<file path="src/rtl/jericalla_issue.sv">
// Instruction issue unit for the 3-stage Jericalla datapath: program store, RAW scoreboard, bubble insertion.
// Optional feature macro JERICALLA_ISSUE_STATS_EN adds a saturating stall_count output.

module jericalla_issue #(
   parameter int unsigned ADDR_W    = 5,
   parameter int unsigned HAZ_DEPTH = 2
) (
   input  logic              clk,
   input  logic              rst_n,
   input  logic              prog_we,
   input  logic [ADDR_W-1:0] prog_addr,
   input  logic [16:0]       prog_data,
   input  logic              start,
   input  logic [ADDR_W:0]   prog_len,
   output logic [16:0]       instr,
   output logic              instr_valid,
   output logic [ADDR_W-1:0] pc,
   output logic              busy,
   output logic              done
`ifdef JERICALLA_ISSUE_STATS_EN
   ,
   output logic [15:0]       stall_count
`endif
);

   typedef enum logic [1:0] {IDLE, RUN, DRAIN} state_t;

   localparam int unsigned       DEPTH      = 2 ** ADDR_W;
   localparam logic [ADDR_W-1:0] PC_ONE     = ADDR_W'(1);
   localparam logic [ADDR_W:0]   LEN_ONE    = (ADDR_W + 1)'(1);
   localparam logic [2:0]        DRAIN_LAST = 3'(HAZ_DEPTH);

   state_t            state;
   logic [16:0]       mem [DEPTH];
   logic [ADDR_W:0]   len;
   logic [2:0]        drain_cnt;
   logic              sb_wr [HAZ_DEPTH];
   logic [4:0]        sb_wa [HAZ_DEPTH];

   logic [16:0]       cand;
   logic              cand_wr;
   logic              hazard;
   logic              issue;
   logic              last_issue;
   logic              sb_shift;
   logic              sb_in_wr;
   logic [4:0]        sb_in_wa;
   logic              start_ok;

   always_ff @(posedge clk) begin
      if (prog_we && !busy) begin
         mem[prog_addr] <= prog_data;
      end
   end

   always_comb begin
      cand       = mem[pc];
      cand_wr    = (cand[16:15] != 2'b11);
      hazard     = 1'b0;
      for (int unsigned i = 0; i < HAZ_DEPTH; i++) begin
         if (sb_wr[i] && ((sb_wa[i] == cand[9:5]) || (sb_wa[i] == cand[4:0]))) begin
            hazard = 1'b1;
         end
      end
      issue      = (state == RUN) && !hazard;
      last_issue = ({1'b0, pc} == (len - LEN_ONE));
      sb_shift   = (state == RUN) || (state == DRAIN);
      sb_in_wr   = issue && cand_wr;
      sb_in_wa   = sb_in_wr ? cand[14:10] : '0;
      start_ok   = (state == IDLE) && start;
   end

   // Entry 0 is the newest; one entry enters every RUN/DRAIN cycle, bubbles enter as {0,0}.
   always_ff @(posedge clk or negedge rst_n) begin
      if (!rst_n) begin
         for (int unsigned i = 0; i < HAZ_DEPTH; i++) begin
            sb_wr[i] <= 1'b0;
            sb_wa[i] <= '0;
         end
      end else if (start_ok) begin
         for (int unsigned i = 0; i < HAZ_DEPTH; i++) begin
            sb_wr[i] <= 1'b0;
            sb_wa[i] <= '0;
         end
      end else if (sb_shift) begin
         for (int unsigned i = HAZ_DEPTH - 1; i > 0; i--) begin
            sb_wr[i] <= sb_wr[i-1];
            sb_wa[i] <= sb_wa[i-1];
         end
         sb_wr[0] <= sb_in_wr;
         sb_wa[0] <= sb_in_wa;
      end
   end

   always_ff @(posedge clk or negedge rst_n) begin
      if (!rst_n) begin
         state       <= IDLE;
         instr       <= '0;
         instr_valid <= 1'b0;
         pc          <= '0;
         busy        <= 1'b0;
         done        <= 1'b0;
         len         <= '0;
         drain_cnt   <= '0;
      end else begin
         done <= 1'b0;
         unique case (state)
            IDLE: begin
               if (start) begin
                  if (prog_len != '0) begin
                     state <= RUN;
                     busy  <= 1'b1;
                     pc    <= '0;
                     len   <= prog_len;
                  end else begin
                     done <= 1'b1;
                  end
               end
            end
            RUN: begin
               if (hazard) begin
                  instr       <= '0;
                  instr_valid <= 1'b0;
               end else begin
                  instr       <= cand;
                  instr_valid <= 1'b1;
                  pc          <= pc + PC_ONE;
                  if (last_issue) begin
                     state     <= DRAIN;
                     drain_cnt <= '0;
                  end
               end
            end
            DRAIN: begin
               // HAZ_DEPTH bubbles, then the done cycle itself lands back in IDLE.
               instr       <= '0;
               instr_valid <= 1'b0;
               if (drain_cnt == DRAIN_LAST) begin
                  state <= IDLE;
                  busy  <= 1'b0;
                  done  <= 1'b1;
               end else begin
                  drain_cnt <= drain_cnt + 3'd1;
               end
            end
            default: state <= IDLE;
         endcase
      end
   end

`ifdef JERICALLA_ISSUE_STATS_EN
   always_ff @(posedge clk or negedge rst_n) begin
      if (!rst_n) begin
         stall_count <= '0;
      end else if (start_ok) begin
         stall_count <= '0;
      end else if ((state == RUN) && hazard && (stall_count != 16'hFFFF)) begin
         stall_count <= stall_count + 16'd1;
      end
   end
`endif

endmodule

</file>
<file path="config.mk">
export PLATFORM = sky130hd
export DESIGN_NAME = jericalla_issue
export DESIGN_NICKNAME = d
export VERILOG_FILES = /design/src/rtl/jericalla_issue.sv
export SDC_FILE = /design/constraint.sdc
export NUM_CORES = 1
export LEC_CHECK = 0
export BUFFER_PORTS_ARGS = -buffer_cell sky130_fd_sc_hd__buf_2
export CAP_MARGIN = 20
export CORE_MARGIN = 10
export CORE_UTILIZATION = 50
export DETAILED_ROUTE_END_ITERATION = 12
export PLACE_DENSITY = 0.8
export SLEW_MARGIN = 10
export SYNTH_ARGS = -nofsm -noshare
export SYNTH_HDL_FRONTEND = slang
export SYNTH_SLANG_ARGS = --single-unit
</file>
<file path="constraint.sdc">
create_clock -name clk -period 3.1 [get_ports clk]
set_input_delay 0.62 -clock clk [delete_from_list [all_inputs] [get_ports clk]]
set_output_delay 0.62 -clock clk [all_outputs]
set_load 0.01 [all_outputs]
</file>
Yosys cells after proc, flatten, opt, wreduce, memory -nomap -nowiden
Memory sizes are Yosys's and may differ from the RTL's.
Index checks and enable logic that the tools add are counted.
- register bits after elaboration: 48
- memory bits (writable): 544
- input port bits: 32
- memories: 1
- memory list (memory ; words ; bits a word ; rd ports ; clocked after Yosys merged registers in ; wr ports ; RTL line ; RTL):
    mem ; 32 ; 17 ; 1 ; 0 ; 1 ; 34 ; logic [16:0] mem [DEPTH];
- $add $sub $neg: 3
- equal/unequal tests: 15
- muxes and demuxes: 35
- reductions and logical operators: 22
- operators by type and width (operator ; number):
    17-bit one-hot mux with 2 select lines ; 1
    5-bit == test ; 4
    10-bit two-way mux ; 2
    5-bit two-way mux ; 4
    17-bit two-way mux ; 1
    2-bit two-way mux ; 7
    4-bit AND reduction ; 3
    1-bit two-way mux ; 11
    2-bit != test (second input constant) ; 5
    5-bit one-hot mux with 2 select lines ; 1
    3-bit two-way mux ; 3
    2-bit nonzero test ; 4
    5-bit by 6-bit == test with 1-bit output ; 1
    1-bit logical AND ; 6
    1-bit one-hot mux with 2 select lines ; 3
    2-bit one-hot mux with 3 select lines ; 1
    3-bit one-hot mux with 2 select lines ; 1
    6-bit nonzero test ; 1
    6-bit by 1-bit subtractor with 6-bit output (second input constant) ; 1
    5-bit by 1-bit adder with 5-bit output (second input constant) ; 1
    5-bit AND reduction ; 1
    2-bit by 1-bit != test with 1-bit output (second input constant) ; 2
    3-bit by 1-bit adder with 3-bit output (second input constant) ; 1
    3-bit by 2-bit == test with 1-bit output (second input constant) ; 1
    6 further kinds ; 9

Longest topological paths before layout
Gate-level depths: netlist of run 1.
An unclocked memory read counts as a cell.
- depth after elaboration: 12
- mapped depth: 13
- gate-level depth less buffers: 10

Worst setup path after synthesis of run 1
Ideal clock, no wire load.
- path kind: register -> register
- start point: register pc[0]
- end point: register sb_wa[7] (netlist bit)
- arrival: 2945 ps
- slack: 34 ps
- stages on the path, launching flop included: 8
- clock period less this slack: 3066 ps
- cells stage by stage: dfrtp_1 > buf_4 > buf_2 > buf_1 > mux4_2 > mux4_2 > mux2_2 > a22o_1
- word-level cells in the longest chain between the ends: 12
- RTL lines (what ; RTL line ; RTL):
    start, declared ; 17 ; output logic [ADDR_W-1:0] pc,
    start signal, assigned ; 127 ; pc <= pc + PC_ONE;
    memory 32 x 17 bit (*) ; -- ;
    5-bit == test ; 61 ; if (sb_wr[i] && ((sb_wa[i] == cand[9:5]) || (sb_wa[i] == cand[4:0]))) begin
    1-bit logical OR ; 61 ;
    1-bit logical AND ; 61 ;
    1-bit two-way mux (2 in series) ; 61 ;
    1-bit logical NOT ; 65 ; issue = (state == RUN) && !hazard;
    1-bit logical AND ; 65 ;
    1-bit logical AND ; 68 ; sb_in_wr = issue && cand_wr;
    5-bit two-way mux (*) ; 69 ; sb_in_wa = sb_in_wr ? cand[14:10] : '0;
    10-bit two-way mux (*) ; 85 ; end else if (sb_shift) begin
    10-bit two-way mux (*) ; 80 ; end else if (start_ok) begin
    end signal, assigned by index ; 88 ; sb_wa[i] <= sb_wa[i-1];
    end, declared ; 38 ; logic [4:0] sb_wa [HAZ_DEPTH];
Mark *: on every way between the ends. The rest lies on a longest branch, timed or not. The select of a mux whose other input is x is not followed.
A chain may end at the register's enable or synchronous reset.

Final worst setup path of run 1
- start point: register pc[1]
- end point: register drain_cnt[1]
- word-level cells in the longest chain between the ends: 8
- RTL lines (what ; RTL line ; RTL):
    memory 32 x 17 bit ; -- ;
    5-bit == test ; 61 ;
    1-bit logical OR ; 61 ;
    1-bit logical AND ; 61 ;
    1-bit two-way mux (2 in series) ; 61 ;
    2-bit != test (no source line) ; -- ;
    4-bit AND reduction (no source line) (*) ; -- ;
    end signal, assigned ; 143 ; drain_cnt <= drain_cnt + 3'd1;
    end, declared ; 36 ; logic [2:0] drain_cnt;
Mark *: on every way between the ends. The rest lies on a longest branch, timed or not.

==> key figures, run 1 <==
Floorplanning
  • Chip Width: 238 um
  • Initial Utilization: 0.507
  • Die H: 238 um
  • Ports: 57
  • Core Box Area: 46700 sq um
  • Die Area: 56400 sq um
  • Site row count: 79

Yosys
  • Syn nets: 1299
  • Post-synth EDFFs: 544
  • Share of the synthesized area in the top cell type: 0.691
  • Mapped Area: 23700 sq um
  • Synth warnings: 0
  • Synth top area cells: edfxtp_1 69%, mux2i_1 7.4%, mux4_2 6.7%, dfrtp_1 5.1%, a22oi_1 2.5%
  • Syn_area_per_cell: 18.8 sq um
  • Top-count cell post-synth: edfxtp_1
  • Cell variety after synth: 55
  • Synth top cells by count: 544 x edfxtp_1, 174 x mux2i_1, 79 x a22oi_1
  • Post-synthesis sequential area ratio: 0.741
  • Post-synth top area cell: edfxtp_1
  • XOR/XNOR Fraction of Synth Area: 0.00889
  • Synth Area in Compound Gates: 0.0518
  • Post-synthesis simple-gate area fraction: 0.0305
  • #FFs+latches synth: 592
  • Largest family of logic cells by synthesized area: multiplexers
  • Top FF cell, synth: edfxtp_1
  • Area share of fa/ha/maj cells after synthesis: 0.00370
  • Multiplexer share of the synthesized area: 0.145
  • Cells after synthesis: 1260
  • Async S/R FF share, synth: 0.0811

Clocking
  • Worst-Skew Late Latency: 0.62 ns
  • CTS Buf Count: 56
  • H-tree depth: 2
  • Clock slew seen by the registers of the worst setup and hold paths: 0.07 ns
  • Clk Tree Root Cell: clkbuf_16
  • # clock sinks: 592
  • Clock buffer depth: 3
  • CTS tree: yes

GRT
  • Pin count of the biggest net entering global routing: 49
  • Remaining global-route overflow: 0
  • Vias in the first global route: 13049
  • All-layer global routing usage: 0.193
  • Initial antenna violation count: 8
  • First-pass GRT wire length: 82.1 mm

Timing
  • Final Critical Period: 3.30 ns
  • Setup violations, final: 32
  • Skew final: 0.0184 ns
  • Tightest Pin Transition: 0.662 ns
  • Final Hold Vio Count: 0
  • Fmax: 0.303 GHz
  • RSZ-0062 raised after global routing: yes
  • Final cycle utilization of the critical path: 1.07
  • Max_slew headroom: 0.558
  • Slew Viols, Final: 0
  • PnR worst setup slack: -0.203 ns

Route
  • DRC violation total after the first TritonRoute iteration: 1252
  • Vias per cell: 6.15
  • 1st-pass router iterations: 5
  • Final wirelength: 56.8 mm
  • Wire length per cell: 27.0 um
  • Final ANT Viol Nets: 0
  • Vias: 12940
  • DRC Markers: 0

Placement
  • RePlAce Congestion: 0.879
  • Pre-CTS setup slack: -0.237 ns
  • Placed cell areas: 25500 sq um
  • Post-detail-place hpwl: 33.5 mm
  • IO Port Bufs: 56

Layout
  • Nets@finish: 1491
  • Layout cell share with drive strength beyond 1: 0.300
  • Fin util: 0.596
  • Synth-to-layout area growth: 17.5%
  • Finished Cell Area: 27800 sq um

Worst setup path
  • CP required: 3.61 ns
  • Slowest cell on the critical path: dfrtp_4
  • Max incr delay on CP: 0.50 ns
  • WP buf/inv: 4
  • CP endpoint kind: register
  • Crit path kind: register to register
  • Arrival @ worst endpoint: 3.81 ns
  • Critical path cell sequence: buf_12 > buf_12 > buf_6 > mux2i_1 > a22oi_1 > a21oi_1 > nor4_2 > buf_4 > xnor2_1 > nand4_1 > o22ai_4 > nor2_4 > o21a_1 > mux2_1
  • Crit start category: register
  • CP most frequent cell: buf_12
  • Crit-path leading delay family: compound AO/OA/AOI/OAI gates
  • Crit Path Max Fanout: 25

Hold path
  • Worst Hold Class: input port to async pin

Power
  • Leakage Power: 9.11 nW
  • Overall Power: 23.0 mW
  • Maximum vdd drop: 0.000510 V
  • Power Density: 826 nW/um^2

Outcome
  • Status: complete, but fails checks
  • Failing checks: setup timing

Job
  • Maxcap violations: 0
metal layers:
layer,global-route usage,part of all wire,wire length (um)
met3,0.0492,0.099,5650
met2,0.309,0.48,27300
met1,0.253,0.38,21800
met5,0,0.00093,53
met4,0.0726,0.036,2030
state kept, by name (all words and copies together) (netlist names):
register and flops:
drain_cnt 3, sb_wr 2, len 6, pc 5
instr_valid 1, instr 17, sb_wa 10, done 1
mem 544, busy 1, state 2
worst paths after layout:
path / end / cells past startpoint / start / slack (ns)
max: drain_cnt[1] / 14 / pc[1] / -0.20
min: instr[14] / 2 / rst_n / 0.11
max reg2reg: drain_cnt[1] / 14 / pc[1] / -0.20
min reg2reg: instr_valid / 1 / instr_valid / 0.49
max in group asynchronous: pc[2] / 2 / rst_n / 2.52
min in group clk: len[0] / 3 / prog_len[0] / 0.22
cell families after synthesis:
kind of cell	after synthesis
AO/OA/AOI/OAI	175
XOR/XNOR	24
adder cells (fa/ha/maj)	7
buffers and inverters	77
flip-flops	592
multiplexers	254
AND/OR/NAND/NOR	131
where the power goes:
group	switching, mW	total [mW]	internal, mW
Sequential	0.296	9.37	9.07
Clock	2.89	6.70	3.81
Combinational	3.49	6.89	3.40
stage by stage:
step / hold slack (ns) / setup TNS, ns / std cells
floorplan: 0.324 / 0 / 1260
global placement: 0.460 / -2.24 / 1981
detailed placement: 0.475 / -5.20 / 1981
CTS: 0.103 / -1.30 / 2087
global route: 0.156 / -7.74 / 2103
finish: 0.111 / -4.11 / 2103
final cells by class:
class	instances	area [sq um]
Inverter	9	33.8
Clock inverter	35	354
Clock buffer	64	1430
Fill cell	3192	18900
Multi-Input combinational cell	591	5940
Tap cell	607	759
Sequential cell	592	17500
Timing Repair Buffer	202	1720
Antenna cell	3	7.51
layout by cell type, fill, tap and decap left out, types with 6 or more instances in the layout:
cell / instances
buf_2: 56
mux4_2: 70
clkbuf_16: 59
clkinv_1: 9
inv_1: 9
ha_1: 7
mux2_2: 8
a21oi_1: 34
a21oi_2: 13
a22oi_1: 71
a22o_1: 21
nand2b_1: 6
nor4_2: 6
xnor2_1: 19
nor2_1: 17
nor2_2: 33
nand2_1: 26
a22oi_2: 10
bufinv_16: 6
mux2i_1: 172
edfxtp_1: 544
clkbuf_1: 8
buf_4: 118
dfrtp_1: 45
buf_12: 18
clkinv_2: 13
o21ai_0: 6
what timing repair did:
| item | 4_1_cts | 5_1_grt |
|---|---|---|
| setup buffers | 7 | 10 |
| gates resized for setup | 19 | 29 |
| pin swaps | 5 | 25 |
| gates cloned | 0 | 3 |
| setup endpoints to repair | 34 | 34 |
| hold endpoints to repair | 0 | 0 |
| hold buffers | 0 | 0 |
No activity file was read; power rests on OpenSTA's default activity.
==> run 2, diff against run 1 <==
--- a/config.mk
+++ b/config.mk
@@ -5,6 +5,7 @@
 export SDC_FILE = /design/constraint.sdc
 export NUM_CORES = 1
 export LEC_CHECK = 0
+export ABC_AREA = 1
 export BUFFER_PORTS_ARGS = -buffer_cell sky130_fd_sc_hd__buf_2
 export CAP_MARGIN = 20
 export CORE_MARGIN = 10
==> key figures, run 2 <==
Clocking
  • H-tree depth: 2 (unchanged)
  • Worst-Skew Late Latency: 0.62 ns (about the same)
  • CTS tree: yes
  • Clk Tree Root Cell: clkbuf_16
  • CTS Buf Count: 56 (unchanged)
  • Clock slew seen by the registers of the worst setup and hold paths: 0.07 ns (about the same)
  • # clock sinks: 592 (unchanged)
  • Clock buffer depth: 3 (unchanged)

Route
  • Final ANT Viol Nets: 0 (unchanged)
  • 1st-pass router iterations: 6 (+1)
  • Final wirelength: 65.2 mm (+15%)
  • Vias per cell: 6.05 (-1.7%)
  • DRC Markers: 0 (unchanged)
  • Vias: 17067 (+32%)
  • DRC violation total after the first TritonRoute iteration: 2386 (+91%)
  • Wire length per cell: 23.1 um (-14%)

Timing
  • Final hold slack: 0.276 ns (+0.166 ns)
  • Setup violations, final: 0 (-100%)
  • Skew final: 0.0279 ns (+0.00954 ns)
  • Slew Viols, Final: 0 (unchanged)
  • Final cycle utilization of the critical path: 0.965 (-0.100)
  • Fmax: 0.334 GHz (+10%)
  • Max_slew headroom: 0.433 (-0.125)
  • Tightest Pin Transition: 0.846 ns (+0.184 ns)
  • Final Critical Period: 2.99 ns (-0.311 ns)
  • Final Hold Vio Count: 0 (unchanged)

Layout
  • Final std cells w/o fill: 2823 (+34%)
  • Nets@finish: 2200 (+48%)
  • Biggest regs: mem (544), instr (17), sb_wa (10)
  • Layout cell share with drive strength beyond 1: 0.129 (-0.171)
  • Fin util: 0.577 (-0.0185)
  • Register with the most flip-flops: mem
  • Max reg flops: 544 (unchanged)
  • Synth-to-layout area growth: 13.6%
  • Commonest non-fill, non-tap cells in the layout: 557 x nand2_1, 544 x edfxtp_1, 326 x nand3_1, 129 x nor2_1, 91 x o21ai_0
  • Commonest non-fill, non-tap cell in the layout: nand2_1

GRT
  • Vias in the first global route: 16224 (+24%)
  • Remaining global-route overflow: 0 (unchanged)
  • All-layer global routing usage: 0.220 (+0.0268)
  • First-pass GRT wire length: 96.6 mm (+18%)
  • Pin count of the biggest net entering global routing: 50 (+2.0%)
  • Initial antenna violation count: 3 (-5)

Worst setup path
  • Worst setup path endpoint: instr[1]
  • Reg2reg setup slack: 0.11 ns (+0.31 ns)
  • Arrival @ worst endpoint: 3.50 ns (-0.31 ns)
  • Crit path kind: register to register
  • Crit Path Max Fanout: 43 (+72%)
  • Crit start category: register
  • Reg-to-Reg End: instr[1]
  • CP required: 3.61 ns (about the same)
  • Worst Setup SP: pc[0]
  • FF-to-FF path depth: 16 (+2)
  • FF-to-FF Start: pc[0]
  • CP endpoint kind: register

Power
  • Power Density: 813 nW/um^2 (-1.6%)
  • Maximum vdd drop: 0.000483 V (-5.4%)
  • Leakage Power: 10.2 nW (+12%)

Floorplanning
  • Initial Utilization: 0.508 (+0.000993)
  • Chip Width: 241 um (+1.4%)
  • Die H: 241 um (+1.4%)
  • Die Area: 58100 sq um (+2.9%)
  • Site row count: 80 (+1.3%)
  • Ports: 57 (unchanged)
  • Core Box Area: 48000 sq um (+3.0%)

Yosys
  • Synth top cells by count: 562 x nand2_1, 544 x edfxtp_1, 326 x nand3_1
  • Post-synthesis sequential area ratio: 0.718 (-0.0229)
  • Cell variety after synth: 41 (-25%)
  • Synth warnings: 0 (unchanged)
  • Cells after synthesis: 2059 (+63%)
  • Top-count cell post-synth: nand2_1
  • Share of the synthesized area in the top cell type: 0.669 (-0.0213)
  • Syn_area_per_cell: 11.9 sq um (-37%)
  • #FFs+latches synth: 592 (unchanged)
  • Post-synth top area cell: edfxtp_1
  • Syn nets: 2098 (+62%)
  • Async S/R FF share, synth: 0.0811 (unchanged)
  • Mapped Area: 24400 sq um (+3.2%)
  • Post-synth EDFFs: 544 (unchanged)
  • Synth top area cells: edfxtp_1 67%, nand2_1 8.6%, nand3_1 6.7%, dfrtp_1 4.9%, nor2_1 2.2%
  • Top FF cell, synth: edfxtp_1

Job
  • Maxcap violations: 0 (unchanged)

Hold path
  • Worst Hold Class: input port to register

Placement
  • RePlAce Congestion: 0.936 (+6.5%)
  • Placed cells: 2706 (+37%)
  • Post-detail-place hpwl: 37.7 mm (+13%)
  • IO Port Bufs: 56 (unchanged)

Outcome
  • Status: complete, no violations
[run 2: repair_timing]
| action | CTS | global route |
|---|---|---|
| setup endpoints to repair | 0 | 30 |
| hold endpoints to repair | 15 | 0 |
| hold buffers | 1 | 0 |
| setup buffers | 0 | 6 |
| gates resized for setup | 0 | 16 |
[run 2: worst min-delay path by stage]
stage | slack, ns | endpoint | from | cells after the start
global route | 0.28 | len[1] | prog_len[1] | 3
CTS | 0.26 | len[1] | prog_len[1] | 3
floorplan | 0.32 | busy | rst_n | 0
global placement | 0.46 | instr_valid | instr_valid | 2
detailed placement | 0.46 | instr_valid | instr_valid | 2
finish | 0.28 | len[1] | prog_len[1] | 3
[run 2: power breakdown]
part | switching [mW] | total (mW) | internal (mW)
Sequential | 0.233 | 9.28 | 9.05
Combinational | 4.38 | 6.59 | 2.21
Clock | 2.91 | 6.68 | 3.77
[run 2: per-layer routing]
metal | global-route usage | share of wire
met1 | 0.288 | 0.37
met2 | 0.356 | 0.47
met3 | 0.0400 | 0.12
met4 | 0.0949 | 0.039
met5 | 0 | 0.00043
[run 2: logic make-up (layout without fill, tap and decap cells)]
family	after synthesis	count (layout)	synth area share
buf+inv	174	321	0.0363
simple gates	1045	1046	0.179
flops	592	592	0.718
fa+ha+maj	7	7	0.00359
other cells	0	1	0
compound gates	230	230	0.0589
xor+xnor	11	11	0.00395
[run 2: layout make-up]
| cell class | instances | area (sq um) |
|---|---|---|
| fill | 3603 | 20300 |
| sequential | 592 | 17500 |
| multi-input combinational | 1294 | 6060 |
| clock buffer | 67 | 1460 |
| timing repair buffer | 163 | 1370 |
| tap | 615 | 769 |
| clock inverter | 37 | 305 |
| inverter | 54 | 223 |
| antenna | 1 | 2.50 |
[run 2: worst max-delay path, cell delays in order (launching register included)]
cell,delay (ns)
dfrtp_4,0.54
clkinv_8,0.15
buf_12,0.23
buf_4,0.22
nand2_1,0.07
nand3_1,0.10
nand3_1,0.10
a21oi_1,0.28
o21ai_2,0.19
xor2_1,0.17
nand3_1,0.09
nand2_1,0.05
nand2_1,0.06
nand2_2,0.11
inv_4,0.14
nand2_8,0.12
o21bai_1,0.21
[run 2: stage by stage]
| step | setup WS, ns | cell area [sq um] | power [mW] | setup TNS, ns |
|---|---|---|---|---|
| after detailed placement | 0.110 | 25700 | 15.6 | 0 |
| after floorplan | 0.804 | 24400 | 13.6 | 0 |
| after CTS | 0.0749 | 27500 | 22.2 | 0 |
| after global placement | 0.180 | 25700 | 15.4 | 0 |
| final | 0.108 | 27700 | 22.5 | 0 |
| after global routing | -0.0261 | 27700 | 23.5 | -0.0408 |
